**src/rtl/spi_flash_reader_if.sv**
```systemverilog
// Wishbone-style register bus between spi_flash_reader (master) and an spi_master core (slave).
interface spi_flash_reader_if;
    logic       cyc_o;
    logic       stb_o;
    logic       we_o;
    logic [2:0] adr_o;
    logic [7:0] dat_o;
    logic [7:0] dat_i;
    logic       ack_i;

    modport master (
        output cyc_o, stb_o, we_o, adr_o, dat_o,
        input  dat_i, ack_i
    );

    modport slave (
        input  cyc_o, stb_o, we_o, adr_o, dat_o,
        output dat_i, ack_i
    );
endinterface

```
**src/rtl/spi_flash_reader.sv**
```systemverilog
// Reads a block of SPI flash through an spi_master register core and streams the bytes out.
// Define SPI_FLASH_FAST_READ_EN to use the 0x0B fast-read command with one dummy byte.
module spi_flash_reader #(
    parameter int unsigned CS_INDEX = 0,
    parameter logic [1:0]  CLK_SPR  = 2'b00
) (
    input  logic                      clk_i,
    input  logic                      rst_i,
    input  logic                      start_i,
    input  logic [23:0]               addr_i,
    input  logic [15:0]               len_i,
    output logic                      busy_o,
    output logic                      done_o,
    spi_flash_reader_if.master        wb,
    output logic [7:0]                data_o,
    output logic                      valid_o,
    input  logic                      ready_i
);

`ifdef SPI_FLASH_FAST_READ_EN
    localparam logic [7:0] READ_CMD = 8'h0B;
    localparam logic [2:0] HDR_LAST = 3'd4;
`else
    localparam logic [7:0] READ_CMD = 8'h03;
    localparam logic [2:0] HDR_LAST = 3'd3;
`endif

    typedef enum logic [3:0] {
        IDLE, CFG_SPCR, CFG_CS, HDR_WR, HDR_POLL, HDR_RD,
        DAT_WR, DAT_POLL, DAT_RD, DAT_OUT, CS_OFF, DONE
    } state_t;

    state_t      state_r, state_s;
    logic        cyc_r, cyc_s;
    logic        we_r, we_s;
    logic [2:0]  adr_r, adr_s;
    logic [7:0]  wdat_r, wdat_s;
    logic [23:0] addr_r, addr_s;
    logic [15:0] rem_r, rem_s;
    logic [2:0]  hdr_cnt_r, hdr_cnt_s;
    logic [7:0]  data_r, data_s;
    logic        valid_r, valid_s;
    logic        busy_r, busy_s;
    logic        done_r, done_s;
    logic        acc_s;
    logic        req_we_s;
    logic [2:0]  req_adr_s;
    logic [7:0]  req_dat_s;
    logic        ack_s;

    function automatic logic [7:0] hdr_byte(input logic [2:0] idx, input logic [23:0] addr);
        case (idx)
            3'd0:    hdr_byte = READ_CMD;
            3'd1:    hdr_byte = addr[23:16];
            3'd2:    hdr_byte = addr[15:8];
            3'd3:    hdr_byte = addr[7:0];
            default: hdr_byte = 8'h00;
        endcase
    endfunction

    // State and registered outputs; the bus strobe is only ever driven from cyc_r.
    always_ff @(posedge clk_i) begin
        if (rst_i) begin
            state_r   <= IDLE;
            cyc_r     <= 1'b0;
            we_r      <= 1'b0;
            adr_r     <= 3'd0;
            wdat_r    <= 8'h00;
            addr_r    <= 24'h000000;
            rem_r     <= 16'h0000;
            hdr_cnt_r <= 3'd0;
            data_r    <= 8'h00;
            valid_r   <= 1'b0;
            busy_r    <= 1'b0;
            done_r    <= 1'b0;
        end else begin
            state_r   <= state_s;
            cyc_r     <= cyc_s;
            we_r      <= we_s;
            adr_r     <= adr_s;
            wdat_r    <= wdat_s;
            addr_r    <= addr_s;
            rem_r     <= rem_s;
            hdr_cnt_r <= hdr_cnt_s;
            data_r    <= data_s;
            valid_r   <= valid_s;
            busy_r    <= busy_s;
            done_r    <= done_s;
        end
    end

    // Next-state logic: each bus state issues one access, then advances on its ack.
    always_comb begin
        state_s   = state_r;
        cyc_s     = cyc_r;
        we_s      = we_r;
        adr_s     = adr_r;
        wdat_s    = wdat_r;
        addr_s    = addr_r;
        rem_s     = rem_r;
        hdr_cnt_s = hdr_cnt_r;
        data_s    = data_r;
        valid_s   = valid_r;
        busy_s    = busy_r;
        done_s    = 1'b0;
        acc_s     = 1'b1;
        req_we_s  = 1'b0;
        req_adr_s = 3'd0;
        req_dat_s = 8'h00;
        ack_s     = cyc_r & wb.ack_i;

        case (state_r)
            CFG_SPCR: begin req_we_s = 1'b1; req_adr_s = 3'd0; req_dat_s = {6'b010100, CLK_SPR}; end
            CFG_CS:   begin req_we_s = 1'b1; req_adr_s = 3'd4; req_dat_s = 8'd1 << CS_INDEX; end
            HDR_WR:   begin req_we_s = 1'b1; req_adr_s = 3'd2; req_dat_s = hdr_byte(hdr_cnt_r, addr_r); end
            HDR_POLL, DAT_POLL: begin req_we_s = 1'b0; req_adr_s = 3'd1; end
            HDR_RD, DAT_RD:     begin req_we_s = 1'b0; req_adr_s = 3'd2; end
            DAT_WR:   begin req_we_s = 1'b1; req_adr_s = 3'd2; req_dat_s = 8'h00; end
            CS_OFF:   begin req_we_s = 1'b1; req_adr_s = 3'd4; req_dat_s = 8'h00; end
            default:  acc_s = 1'b0;
        endcase

        // Strobe drops on the ack edge, so the next access starts after one idle cycle.
        if (acc_s && !cyc_r) begin
            cyc_s  = 1'b1;
            we_s   = req_we_s;
            adr_s  = req_adr_s;
            wdat_s = req_dat_s;
        end else if (ack_s) begin
            cyc_s = 1'b0;
        end else begin
            cyc_s = cyc_r;
        end

        case (state_r)
            IDLE: begin
                if (start_i && len_i != 16'h0000) begin
                    state_s   = CFG_SPCR;
                    busy_s    = 1'b1;
                    addr_s    = addr_i;
                    rem_s     = len_i;
                    hdr_cnt_s = 3'd0;
                end else if (start_i) begin
                    state_s = DONE;
                    done_s  = 1'b1;
                end else begin
                    state_s = IDLE;
                end
            end
            CFG_SPCR: if (ack_s) state_s = CFG_CS;   else state_s = CFG_SPCR;
            CFG_CS:   if (ack_s) state_s = HDR_WR;   else state_s = CFG_CS;
            HDR_WR:   if (ack_s) state_s = HDR_POLL; else state_s = HDR_WR;
            HDR_POLL: if (ack_s && !wb.dat_i[0]) state_s = HDR_RD; else state_s = HDR_POLL;
            HDR_RD: begin
                if (ack_s) begin
                    hdr_cnt_s = hdr_cnt_r + 3'd1;
                    state_s   = (hdr_cnt_r == HDR_LAST) ? DAT_WR : HDR_WR;
                end else begin
                    state_s = HDR_RD;
                end
            end
            DAT_WR:   if (ack_s) state_s = DAT_POLL; else state_s = DAT_WR;
            DAT_POLL: if (ack_s && !wb.dat_i[0]) state_s = DAT_RD; else state_s = DAT_POLL;
            DAT_RD: begin
                if (ack_s) begin
                    data_s  = wb.dat_i;
                    valid_s = 1'b1;
                    state_s = DAT_OUT;
                end else begin
                    state_s = DAT_RD;
                end
            end
            DAT_OUT: begin
                if (ready_i) begin
                    valid_s = 1'b0;
                    rem_s   = rem_r - 16'd1;
                    state_s = (rem_r == 16'd1) ? CS_OFF : DAT_WR;
                end else begin
                    state_s = DAT_OUT;
                end
            end
            CS_OFF: begin
                if (ack_s) begin
                    state_s = DONE;
                    done_s  = 1'b1;
                    busy_s  = 1'b0;
                end else begin
                    state_s = CS_OFF;
                end
            end
            DONE:    state_s = IDLE;
            default: state_s = IDLE;
        endcase
    end

    assign wb.cyc_o = cyc_r;
    assign wb.stb_o = cyc_r;
    assign wb.we_o  = we_r;
    assign wb.adr_o = adr_r;
    assign wb.dat_o = wdat_r;
    assign busy_o   = busy_r;
    assign done_o   = done_r;
    assign data_o   = data_r;
    assign valid_o  = valid_r;

endmodule
```
**src/flat_wrapper.sv**
```systemverilog
// flat-port wrapper written by rule: the top's interface ports become plain ports
module spi_flash_reader_flat 
#(
    parameter int unsigned CS_INDEX = 0,
    parameter logic [1:0]  CLK_SPR  = 2'b00
)
  (clk_i, rst_i, start_i, addr_i, len_i, busy_o, done_o, data_o, valid_o, ready_i, wb_cyc_o, wb_stb_o, wb_we_o, wb_adr_o, wb_dat_o, wb_dat_i, wb_ack_i);
  spi_flash_reader_if wb_i ();
  input  logic clk_i;
  input  logic rst_i;
  input  logic start_i;
  input  logic [23:0] addr_i;
  input  logic [15:0] len_i;
  output logic busy_o;
  output logic done_o;
  output logic [7:0] data_o;
  output logic valid_o;
  input  logic ready_i;
  output wire logic [$bits(wb_i.cyc_o)-1:0] wb_cyc_o;
  output wire logic [$bits(wb_i.stb_o)-1:0] wb_stb_o;
  output wire logic [$bits(wb_i.we_o)-1:0] wb_we_o;
  output wire logic [$bits(wb_i.adr_o)-1:0] wb_adr_o;
  output wire logic [$bits(wb_i.dat_o)-1:0] wb_dat_o;
  input wire logic [$bits(wb_i.dat_i)-1:0] wb_dat_i;
  input wire logic [$bits(wb_i.ack_i)-1:0] wb_ack_i;
  assign wb_cyc_o = wb_i.cyc_o;
  assign wb_stb_o = wb_i.stb_o;
  assign wb_we_o = wb_i.we_o;
  assign wb_adr_o = wb_i.adr_o;
  assign wb_dat_o = wb_i.dat_o;
  assign wb_i.dat_i = wb_dat_i;
  assign wb_i.ack_i = wb_ack_i;
  spi_flash_reader #(.CS_INDEX(CS_INDEX), .CLK_SPR(CLK_SPR)) u_core (.clk_i(clk_i), .rst_i(rst_i), .start_i(start_i), .addr_i(addr_i), .len_i(len_i), .busy_o(busy_o), .done_o(done_o), .wb(wb_i), .data_o(data_o), .valid_o(valid_o), .ready_i(ready_i));
endmodule
```
**config.mk**
```make
export PLATFORM = sky130hd
export DESIGN_NAME = spi_flash_reader_flat
export DESIGN_NICKNAME = d
export VERILOG_FILES = /design/src/rtl/spi_flash_reader_if.sv /design/src/rtl/spi_flash_reader.sv /design/src/flat_wrapper.sv
export SDC_FILE = /design/constraint.sdc
export NUM_CORES = 1
export LEC_CHECK = 0
export ABC_CLOCK_PERIOD_IN_PS = 1660
export BUFFER_PORTS_ARGS = -buffer_cell sky130_fd_sc_hd__buf_2
export CAP_MARGIN = 20
export CORE_UTILIZATION = 49
export CTS_CLUSTER_DIAMETER = 50
export DETAILED_ROUTE_END_ITERATION = 16
export PLACE_DENSITY = 0.81
export SETUP_SLACK_MARGIN = 0.1
export SLEW_MARGIN = 20
export SYNTH_ARGS = -nofsm -noshare
export SYNTH_HDL_FRONTEND = slang
export SYNTH_SLANG_ARGS = --single-unit
```
**constraint.sdc**
```tcl
create_clock -name clk_i -period 1.66 [get_ports clk_i]
set_input_delay 0.332 -clock clk_i [delete_from_list [all_inputs] [get_ports clk_i]]
set_output_delay 0.332 -clock clk_i [all_outputs]
set_load 0.01 [all_outputs]
```
==> results_dict.tcl <==
set metrics [dict create \
    drtIter0Drc 730 \
    critPathCaptureType "flip-flop" \
    pwr-share-seq 0.441 \
    path_clk_slew_ps 90 \
    wire_per_inst_um 19.4 \
    total_power_mw 4.26 \
    crit_type "in -> reg" \
    vias_per_cell 6.34 \
    cts_buffer_depth 2 \
    r2r-start "u_core.hdr_cnt_r[1]$_SDFFE_PP0P_" \
    vias 4340 \
    grt_pass1_vias 3619 \
    layout_setup_ws_ps -123 \
    hold_depth 3 \
    rsz0062_at_grt "yes" \
    start_kind "input pin" \
    synth-edff-count 0 \
    diodes 0 \
    clock-skew-final_ps 17.3 \
    cts-root-buf "clkbuf_8" \
    grtUsageTotal 0.291 \
    p_comb_frac 0.205 \
    max_freq_ghz 0.561 \
    nNetsFinal 644 \
    clock_latency_ps 360 \
    synth_compound_area_frac 0.239 \
    antenna_left 0 \
    drive_gt1_frac 0.424 \
    final_core_util 0.755 \
    synthArstFlopShare 0 \
    critPathMaxFanout 5 \
    initial_core_util 0.515 \
    row_count 30 \
    p_per_area_nw_per_um2 822 \
    placed_cell_area_um2 4340 \
    ios 78 \
    r2r_end "u_core.wb.dat_o[1]$_SDFFE_PP0P_" \
    fin_crit_sh 1.07 \
    fillers 444 \
    htree_num_levels 3 \
    hold_end "u_core.addr_r[9]$_SDFFE_PP0P_" \
    syn-instance-count 458 \
    min_from "addr_i[9]" \
    first_pass_iters 6 \
    syn_to_final_growth_pct 46.4 \
    pre_cts_slack_ps -183 \
    slew_headroom 0.530 \
    yosys_warnings 0 \
    die_x_um 87.0 \
    synth_top_family_by_area "simple AND/OR/NAND/NOR gates" \
    ir_worst_vdd_mv 0.674 \
    antenna_found_initial 0 \
    finalSetupViolations 19 \
    cts.sinks 71 \
    grt-ovfl-total 0 \
    hpwlAfterDp_um 7160 \
    period_minus_slack_ps 1780 \
    hold_path_class "in -> reg" \
    worstMarginPinSlew_ps 695 \
    intPower_mw 2.99 \
    synth_cell_types 52 \
    drv_slew 0 \
    place_congestion 0.904 \
    fin_area_um2 5180 \
    pwr-share-clk 0.355 \
    max-cap-violations 0 \
    fp.dieH_um 87.0 \
    synthFlopType "dfxtp_1" \
    synth_xor_area_frac 0 \
    violations "setup timing" \
    drc 0 \
    cts_made_buffers 9 \
    synth.mux.area_fraction 0.0254 \
    worstPathArrival_ps 2070 \
    core_um2 6870 \
    cts_tree "yes" \
    synth_area_um2 3540 \
    status "complete, but fails checks" \
    reg2reg_depth 7 \
    ys_seq_area_frac 0.401 \
    synthAdderAreaFrac 0.0247 \
    final-hold-violation-count 0 \
    leakage_nw 2.09 \
    portBuffers 77 \
    syn_area_per_cell_um2 7.73 \
    p_switching_mw 1.27 \
    synth_nets 518 \
    grt_pass1_wl_um 17100 \
    worst-r2r-setup-slack_ps -80 \
    p_sw_frac 0.298 \
    crit_required_ps 1940 \
    synth-simple-area-share 0.257 \
    drt_wl_total_um 13300 \
    ys_ff_latch 71 \
    grt_max_degree 34 \
    die_area_um2 7570 \
]
## per-stage QoR
step | hold slack, ps | TNS, ps | std cells
detailed placement | 442 | -2950 | 648
global route | 212 | -1460 | 685
floorplan | 436 | 0 | 458
CTS | 204 | -5.67 | 674
finish | 200 | -936 | 685
global placement | 440 | -1820 | 648
## cell type report
cell class	instances	area, µm²	share of cell area
Multi-Input combinational cell	347	2360	0.455
Inverter	9	38.8	0.00748
Tap cell	96	120	0.0232
Clock inverter	4	51.3	0.00990
Clock buffer	12	165	0.0319
Sequential cell	71	1450	0.280
Timing Repair Buffer	146	998	0.193
## power groups by stage
stage,clock network [mW],registers (mW),logic (mW)
after floorplan,0,1.89,0.396
after global placement,0,1.90,0.641
after detailed placement,0,1.90,0.661
after CTS,1.50,1.86,0.709
after global routing,1.58,1.89,0.922
final,1.51,1.88,0.872
## critical path, stage by stage
cell and delay, ps:
buf_2 110, nor4_1 470, nand4_1 350, a21oi_4 290, buf_2 210, o21ai_0 110, a21oi_1 180
## synth_stat cells, drive strengths merged (8+ instances only)
library cell | count | area (µm²)
o21ai | 25 | 125
mux2i | 9 | 90.1
inv | 9 | 33.8
nand2 | 84 | 315
or3 | 9 | 56.3
clkbuf | 19 | 71.3
nor3 | 11 | 65.1
nand2b | 9 | 56.3
nor2 | 36 | 138
nand3 | 8 | 40.0
buf | 13 | 81.3
dfxtp | 71 | 1420
a21oi | 68 | 340
## layout by cell type (no fill, tap or decap), types with 3 or more instances in the layout
cell	netlist	routed
a211oi_2	0	3
nor3_2	2	3
a21oi_1	68	59
nor2_4	0	5
nand2_1	84	81
a21oi_2	0	8
dfxtp_1	71	57
nor3_1	9	5
a222oi_1	6	6
buf_2	8	78
nor4_2	0	3
o21ai_2	0	4
a22o_1	4	4
nand2b_1	9	9
nand3b_1	3	3
and2_1	4	3
a22oi_1	3	3
nor3_4	0	3
nand4_1	4	4
o21ai_0	23	12
buf_12	0	4
or3_4	0	4
buf_6	2	8
o31ai_1	4	3
a211o_1	4	3
nor4_1	7	3
a31oi_1	3	3
ha_4	0	5
nand3_1	8	6
or3_1	9	5
inv_1	9	5
dfxtp_4	0	5
clkbuf_8	0	12
nor2_1	35	31
mux2i_1	9	8
buf_4	2	55
o21ai_1	2	9
dfxtp_2	0	9
## sequential cells by signal, indices dropped and copies added, names as in the netlist
register / cells
u_core.valid_o: 1
u_core.data_o: 8
u_core.done_o: 1
u_core.hdr_cnt_r: 3
u_core.busy_o: 1
u_core.wb.dat_o: 8
u_core.wb.we_o: 1
u_core.rem_r: 16
u_core.wb.adr_o: 3
u_core.state_r: 4
u_core.addr_r: 24
u_core.wb.cyc_o: 1
## routing by layer
layer / GRT usage / wire length (µm) / part of all wire / up-vias
met4: 0.133 / 773 / 0.058 / 0
li1: - / - / - / 1887
met1: 0.377 / 4900 / 0.37 / 1959
met3: 0.0597 / 1440 / 0.11 / 94
met5: 0 / 0 / 0 / -
met2: 0.466 / 6170 / 0.46 / 400
## kinds of logic after synthesis
kind of cell    count (synthesis)
compound gates                139
fa+ha+maj                       7
buf+inv                        41
flops                          71
mux                             9
simple gates                  191
## repair_timing
| action | CTS | global route |
|---|---|---|
| gates cloned | 1 | 3 |
| buffers inserted | 9 | 8 |
| hold buffers | 0 | 0 |
| pin swaps | 22 | 23 |
| resized for setup | 47 | 75 |
| setup endpoints to repair | 28 | 41 |
## how the worst max path moves through the flow
stage                                      from                              end  slack (ps)  cells after the start
6_report                               len_i[2]     u_core.rem_r[4]$_SDFFE_PP0P_        -120                      7
5_1_grt        u_core.hdr_cnt_r[0]$_SDFFE_PP0P_  u_core.wb.dat_o[1]$_SDFFE_PP0P_        -150                      8
4_1_cts        u_core.hdr_cnt_r[0]$_SDFFE_PP0P_  u_core.wb.dat_o[5]$_SDFFE_PP0P_          -6                      8
3_5_place_dp                           len_i[1]     u_core.rem_r[2]$_SDFFE_PP0P_        -180                      7
3_3_place_gp                           len_i[9]    u_core.rem_r[12]$_SDFFE_PP0P_        -170                      7
2_1_floorplan      u_core.rem_r[0]$_SDFFE_PP0P_    u_core.rem_r[14]$_SDFFE_PP0P_          70                      7
Power figures use the tool's default switching activity.
